`config.mk`:
```
export PLATFORM = sky130hd
export DESIGN_NAME = result_tx_flat
export DESIGN_NICKNAME = d
export VERILOG_FILES = /design/src/rtl/result_tx_if.sv /design/src/rtl/result_tx.sv /design/src/flat_wrapper.sv
export SDC_FILE = /design/constraint.sdc
export NUM_CORES = 1
export LEC_CHECK = 0
export CORE_MARGIN = 2
export CORE_UTILIZATION = 25
export DETAILED_ROUTE_END_ITERATION = 10
export PLACE_DENSITY = 0.46
export SLEW_MARGIN = 10
export SYNTH_ARGS = -nofsm -noshare
export SYNTH_HDL_FRONTEND = slang
export SYNTH_SLANG_ARGS = --single-unit
export TNS_END_PERCENT = 20
```
`constraint.sdc`:
```
create_clock -name clk -period 4.5 [get_ports clk]
set_input_delay 0.9 -clock clk [delete_from_list [all_inputs] [get_ports clk]]
set_output_delay 0.9 -clock clk [all_outputs]
set_load 0.05 [all_outputs]
```
`src/rtl/result_tx_if.sv`:
```
// rtl/result_tx_if.sv - byte link between result_tx and the AVR UART transmitter
// The master drives bytes and their strobe; the slave reports when it cannot take one.
interface result_tx_if;
  logic [7:0] tx_data;
  logic       new_tx_data;
  logic       tx_busy;

  modport master (
    output tx_data,
    output new_tx_data,
    input  tx_busy
  );

  modport slave (
    input  tx_data,
    input  new_tx_data,
    output tx_busy
  );
endinterface

```
`src/rtl/result_tx.sv`:
```
// rtl/result_tx.sv - queues nonce results and frames them as header + 4 LSB-first bytes
// RESULT_TX_CHECKSUM_EN appends a sixth XOR checksum byte to every frame.
module result_tx #(
  parameter int          FIFO_DEPTH  = 4,
  parameter logic [7:0]  HEADER_BYTE = 8'h52
) (
  input  logic                          clk,
  input  logic                          rst_n,
  input  logic                          new_result,
  input  logic [31:0]                   result_data,
  input  logic                          work_restart,
  result_tx_if.master                   tx,
  output logic [$clog2(FIFO_DEPTH):0]   fifo_count,
  output logic [7:0]                    overflow_cnt,
  output logic                          idle
);

  localparam int AW = $clog2(FIFO_DEPTH);
  localparam int CW = AW + 1;

`ifdef RESULT_TX_CHECKSUM_EN
  localparam logic [2:0] LAST_IDX = 3'd5;
`else
  localparam logic [2:0] LAST_IDX = 3'd4;
`endif

  localparam logic [1:0] S_IDLE = 2'd0;
  localparam logic [1:0] S_LOAD = 2'd1;
  localparam logic [1:0] S_SEND = 2'd2;
  localparam logic [1:0] S_GAP  = 2'd3;

  logic [31:0]   r_mem [FIFO_DEPTH];
  logic [AW-1:0] r_wr_ptr;
  logic [AW-1:0] r_rd_ptr;
  logic [CW-1:0] r_count;
  logic [7:0]    r_overflow;
  logic [1:0]    r_state;
  logic [31:0]   r_shift;
  logic [2:0]    r_idx;
  logic [7:0]    r_last;
`ifdef RESULT_TX_CHECKSUM_EN
  logic [7:0]    r_csum;
`endif

  logic          w_full;
  logic          w_fresh;
  logic          w_push;
  logic          w_drop;
  logic          w_pop;
  logic          w_send;
  logic [7:0]    w_byte;
  logic [31:0]   w_head;

  // Full is judged on the pre-edge count, so a same-cycle pop never makes room.
  assign w_full  = (r_count == CW'(FIFO_DEPTH));
  assign w_fresh = new_result && !work_restart;
  assign w_push  = w_fresh && !w_full;
  assign w_drop  = w_fresh && w_full;
  assign w_pop   = (r_state == S_LOAD) && (r_count != '0);
  assign w_send  = (r_state == S_SEND) && !tx.tx_busy;
  assign w_head  = r_mem[r_rd_ptr];

  always_comb begin
    w_byte = 8'h00;
    case (r_idx)
      3'd0: w_byte = HEADER_BYTE;
      3'd1: w_byte = r_shift[7:0];
      3'd2: w_byte = r_shift[15:8];
      3'd3: w_byte = r_shift[23:16];
      3'd4: w_byte = r_shift[31:24];
`ifdef RESULT_TX_CHECKSUM_EN
      3'd5: w_byte = r_csum;
`endif
      default: w_byte = 8'h00;
    endcase
  end

  always_ff @(posedge clk) begin
    if (w_push) begin
      r_mem[r_wr_ptr] <= result_data;
    end
  end

  always_ff @(posedge clk or negedge rst_n) begin
    if (!rst_n) begin
      r_wr_ptr   <= '0;
      r_rd_ptr   <= '0;
      r_count    <= '0;
      r_overflow <= 8'h00;
    end else begin
      if (work_restart) begin
        r_wr_ptr <= '0;
        r_rd_ptr <= '0;
        r_count  <= '0;
      end else begin
        if (w_push) begin
          r_wr_ptr <= r_wr_ptr + AW'(1);
        end
        if (w_pop) begin
          r_rd_ptr <= r_rd_ptr + AW'(1);
        end
        case ({w_push, w_pop})
          2'b10:   r_count <= r_count + CW'(1);
          2'b01:   r_count <= r_count - CW'(1);
          default: r_count <= r_count;
        endcase
      end
      if (w_drop && (r_overflow != 8'hFF)) begin
        r_overflow <= r_overflow + 8'd1;
      end
    end
  end

  // A frame that has left IDLE always runs to its last byte; restart only empties the queue.
  always_ff @(posedge clk or negedge rst_n) begin
    if (!rst_n) begin
      r_state <= S_IDLE;
      r_shift <= 32'h0;
      r_idx   <= 3'd0;
      r_last  <= 8'h00;
`ifdef RESULT_TX_CHECKSUM_EN
      r_csum  <= 8'h00;
`endif
    end else begin
      case (r_state)
        S_IDLE: begin
          if (r_count != '0) begin
            r_state <= S_LOAD;
          end
        end
        S_LOAD: begin
          if (w_pop) begin
            r_shift <= w_head;
            r_idx   <= 3'd0;
`ifdef RESULT_TX_CHECKSUM_EN
            r_csum  <= HEADER_BYTE ^ w_head[7:0] ^ w_head[15:8] ^
                       w_head[23:16] ^ w_head[31:24];
`endif
            r_state <= S_SEND;
          end else begin
            r_state <= S_IDLE;
          end
        end
        S_SEND: begin
          if (w_send) begin
            r_last  <= w_byte;
            r_idx   <= r_idx + 3'd1;
            r_state <= S_GAP;
          end
        end
        S_GAP: begin
          if (r_idx <= LAST_IDX) begin
            r_state <= S_SEND;
          end else if (r_count != '0) begin
            r_state <= S_LOAD;
          end else begin
            r_state <= S_IDLE;
          end
        end
        default: r_state <= S_IDLE;
      endcase
    end
  end

  // The strobe is combinational on tx_busy so a byte goes out in the very SEND cycle busy drops.
  assign tx.new_tx_data = w_send;
  assign tx.tx_data     = w_send ? w_byte : r_last;
  assign fifo_count     = r_count;
  assign overflow_cnt   = r_overflow;
  assign idle           = (r_state == S_IDLE) && (r_count == '0);

endmodule
```
`src/flat_wrapper.sv`:
```
// flat-port wrapper written by rule: the top's interface ports become plain ports
module result_tx_flat 
#(
  parameter int          FIFO_DEPTH  = 4,
  parameter logic [7:0]  HEADER_BYTE = 8'h52
)
  (clk, rst_n, new_result, result_data, work_restart, fifo_count, overflow_cnt, idle, tx_tx_data, tx_new_tx_data, tx_tx_busy);
  result_tx_if tx_i ();
  input  logic clk;
  input  logic rst_n;
  input  logic new_result;
  input  logic [31:0] result_data;
  input  logic work_restart;
  output logic [$clog2(FIFO_DEPTH):0] fifo_count;
  output logic [7:0] overflow_cnt;
  output logic idle;
  output wire logic [$bits(tx_i.tx_data)-1:0] tx_tx_data;
  output wire logic [$bits(tx_i.new_tx_data)-1:0] tx_new_tx_data;
  input wire logic [$bits(tx_i.tx_busy)-1:0] tx_tx_busy;
  assign tx_tx_data = tx_i.tx_data;
  assign tx_new_tx_data = tx_i.new_tx_data;
  assign tx_i.tx_busy = tx_tx_busy;
  result_tx #(.FIFO_DEPTH(FIFO_DEPTH), .HEADER_BYTE(HEADER_BYTE)) u_core (.clk(clk), .rst_n(rst_n), .new_result(new_result), .result_data(result_data), .work_restart(work_restart), .tx(tx_i), .fifo_count(fifo_count), .overflow_cnt(overflow_cnt), .idle(idle));
endmodule
```
==> results.ini <==
[worst_hold_path]
min_delay_worst_endpoint=u_core.r_shift[14]
hp-class=reg -> reg
holdPathStages=1
hp-start=u_core.r_shift[14]

[routing]
wl_per_cell_um=17.77
vias_per_cell=4.435
detail-route-antenna-nets=0
drt-pass1-iter-count=5
route.detailed.drc=0
first_iter_violations=348
vias=3965
wl_um=15880

[clock_tree]
postCtsHoldBufs=0
cts_root_buf=clkbuf_16
post_cts_resized=0
clk_pin_slew_worst_paths_ns=0.07
cts_buffer_depth=2
clk_latency_ns=0.42
cts_setup_buffers=0
cts_sinks=188
htreeDepth=4
cts_tree=done
numCtsBuffers=17

[finish]
area_growth_pct=21.18
drive_above_1_share=0.2381
layout_commonest_cell=edfxtp_1
nets=544
layout_common_cells=edfxtp_1, dfrtp_1, clkdlybuf4s50_1
instances_no_fill=894
fin_util=0.3091
design_area_mm2=0.009185
insertedDiodeCount=0

[yosys]
synth_edf_count=128
synth-main-ff-cell=edfxtp_1
synth_cell_type_count=47
synth_nets=480
synth-async-reset-ratio=0.3191
syn_avg_cell_area_um2=17.75
synth.yosys.warnings=0
netlist_area_mm2=0.007580
syn_inst=427
seq_area_frac_synth=0.7052
synth.ff_latch_count=188

[grt]
antenna_found_initial=0
track_usage=0.1062
grt_overflow=0
first_global_vias=4218
grt_first_pass_wirelength_um=24880
grt_max_degree=41

[power_and_ir_drop]
pwr-share-clk=0.274
vdd_drop_max_v=0.0003216
powerDensity_mw_per_mm2=591.7
p_leak_nw=3.166
swShare=0.3132
power.internal_mw=3.732
p_sw_mw=1.702
comb_power_share=0.281
seqPwrFrac=0.445

[placement]
dp_cells=862
gp_congestion=0.7138
port-buffer-count=57
placed_cell_area_mm2=0.008598
post-place-ws_ns=0.9804
dp.final_hpwl_um=10250

[sta]
finalHoldViolCount=0
worst_clock_skew_ns=0.01030
worstMarginPinSlew_ns=0.9337
fmax_mhz=284.2
setup_slack_ns=0.9809
min_period_over_period=0.7820
relSlewSlack=0.3776
finalMaxSlewViolations=0
rsz0062_at_grt=no
min_period_ns=3.519
finalSetupViolations=0
setup_tns_ns=0

[floorplanning]
io_pins=58
fp.dieH_um=178.1
rows=63
core_area_mm2=0.02972
dieArea_mm2=0.03173
die_w_um=178.1
start_util=0.2551

[worst_setup_path]
end_kind=output port
crit_fanout=5
r2r_end=u_core.fifo_count[2]
reg2reg_depth=9
start_kind=input port
critPathArrivalTime_ns=2.62
r2r_start=u_core.r_state[1]
required_ns=3.60
critPathKind=in -> out
r2r_setup_slack_ns=1.95

[status]
outcome=finished, final reports clean

[run]
max-cap-violations=0

power by group through the flow:
stage	combinational, mW	clock [mW]	sequential, mW
after floorplan	1.12	0	2.40
after global placement	1.53	0	2.45
after detailed placement	1.56	0	2.46
after CTS	1.57	1.54	2.42
after global routing	1.67	1.62	2.46
final	1.53	1.49	2.42
through the flow:
stage,hold slack [ns],power [mW]
3_5_place_dp,0.4973,4.018
3_3_place_gp,0.4910,3.975
5_1_grt,0.5294,5.748
6_report,0.5093,5.434
4_1_cts,0.5131,5.530
2_1_floorplan,0.4782,3.528
synth_stat cells, drive strengths merged (6+ instances only):
cell | count | share of area
nand2 | 14 | 0.0069
a21oi | 15 | 0.0099
inv | 8 | 0.0040
buf | 10 | 0.0074
dfrtp | 60 | 0.20
mux4 | 32 | 0.095
ha | 15 | 0.025
clkbuf | 10 | 0.0050
a31oi | 6 | 0.0050
nor2 | 20 | 0.0099
a22o | 6 | 0.0069
edfxtp | 128 | 0.51
nand3 | 6 | 0.0040
mux2 | 36 | 0.054
layout make-up:
| cell class | instances | area, um^2 |
|---|---|---|
| clock buffer | 19 | 432.9 |
| multi-input combinational | 210 | 2123 |
| timing repair buffer | 65 | 605.6 |
| clock inverter | 13 | 153.9 |
| inverter | 9 | 33.78 |
| tap | 390 | 488.0 |
| fill | 2879 | 20530 |
| sequential | 188 | 5348 |
routing by layer:
metal | GRT usage | wire length (um)
met5 | 0 | 0
met2 | 0.1807 | 8001
met4 | 0.03210 | 195
met1 | 0.1332 | 7047
met3 | 0.02621 | 640
state kept, by name, summed over array words and instances, names as in the netlist:
name and cells:
u_core.fifo_count 3, u_core.overflow_cnt 8, u_core.r_idx 3, u_core.r_last 8, u_core.r_mem 128, u_core.r_rd_ptr 2
u_core.r_shift 32, u_core.r_state 2, u_core.r_wr_ptr 2
cell families (layout without fill, tap and decap cells):
logic type               Yosys count  count (layout)  share of synthesized area
AO/OA/AOI/OAI                     52              52                    0.04770
XOR/XNOR                           6               6                   0.006934
adder cells (fa/ha/maj)           16              16                    0.02740
buffers and inverters             29             106                    0.01684
flip-flops                       188             188                     0.7052
multiplexers                      70              70                     0.1517
AND/OR/NAND/NOR                   66              66                    0.04424
worst max path at each step:
stage / startpoint / end / slack [ns] / cells past startpoint
global route: u_core.r_idx[2] / tx_tx_data[3] / 0.90 / 5
CTS: tx_tx_busy / tx_new_tx_data / 0.97 / 3
finish: tx_tx_busy / tx_new_tx_data / 0.98 / 3
detailed placement: tx_tx_busy / tx_new_tx_data / 0.98 / 3
floorplan: tx_tx_busy / tx_tx_data[0] / 1.15 / 4
global placement: tx_tx_busy / tx_new_tx_data / 0.97 / 3
critical path, stage by stage:
cell	delay [ns]
clkdlybuf4s50_1	0.54
nor2b_2	0.31
clkdlybuf4s50_1	0.86
Note: power is estimated with default switching activity, not from simulation.
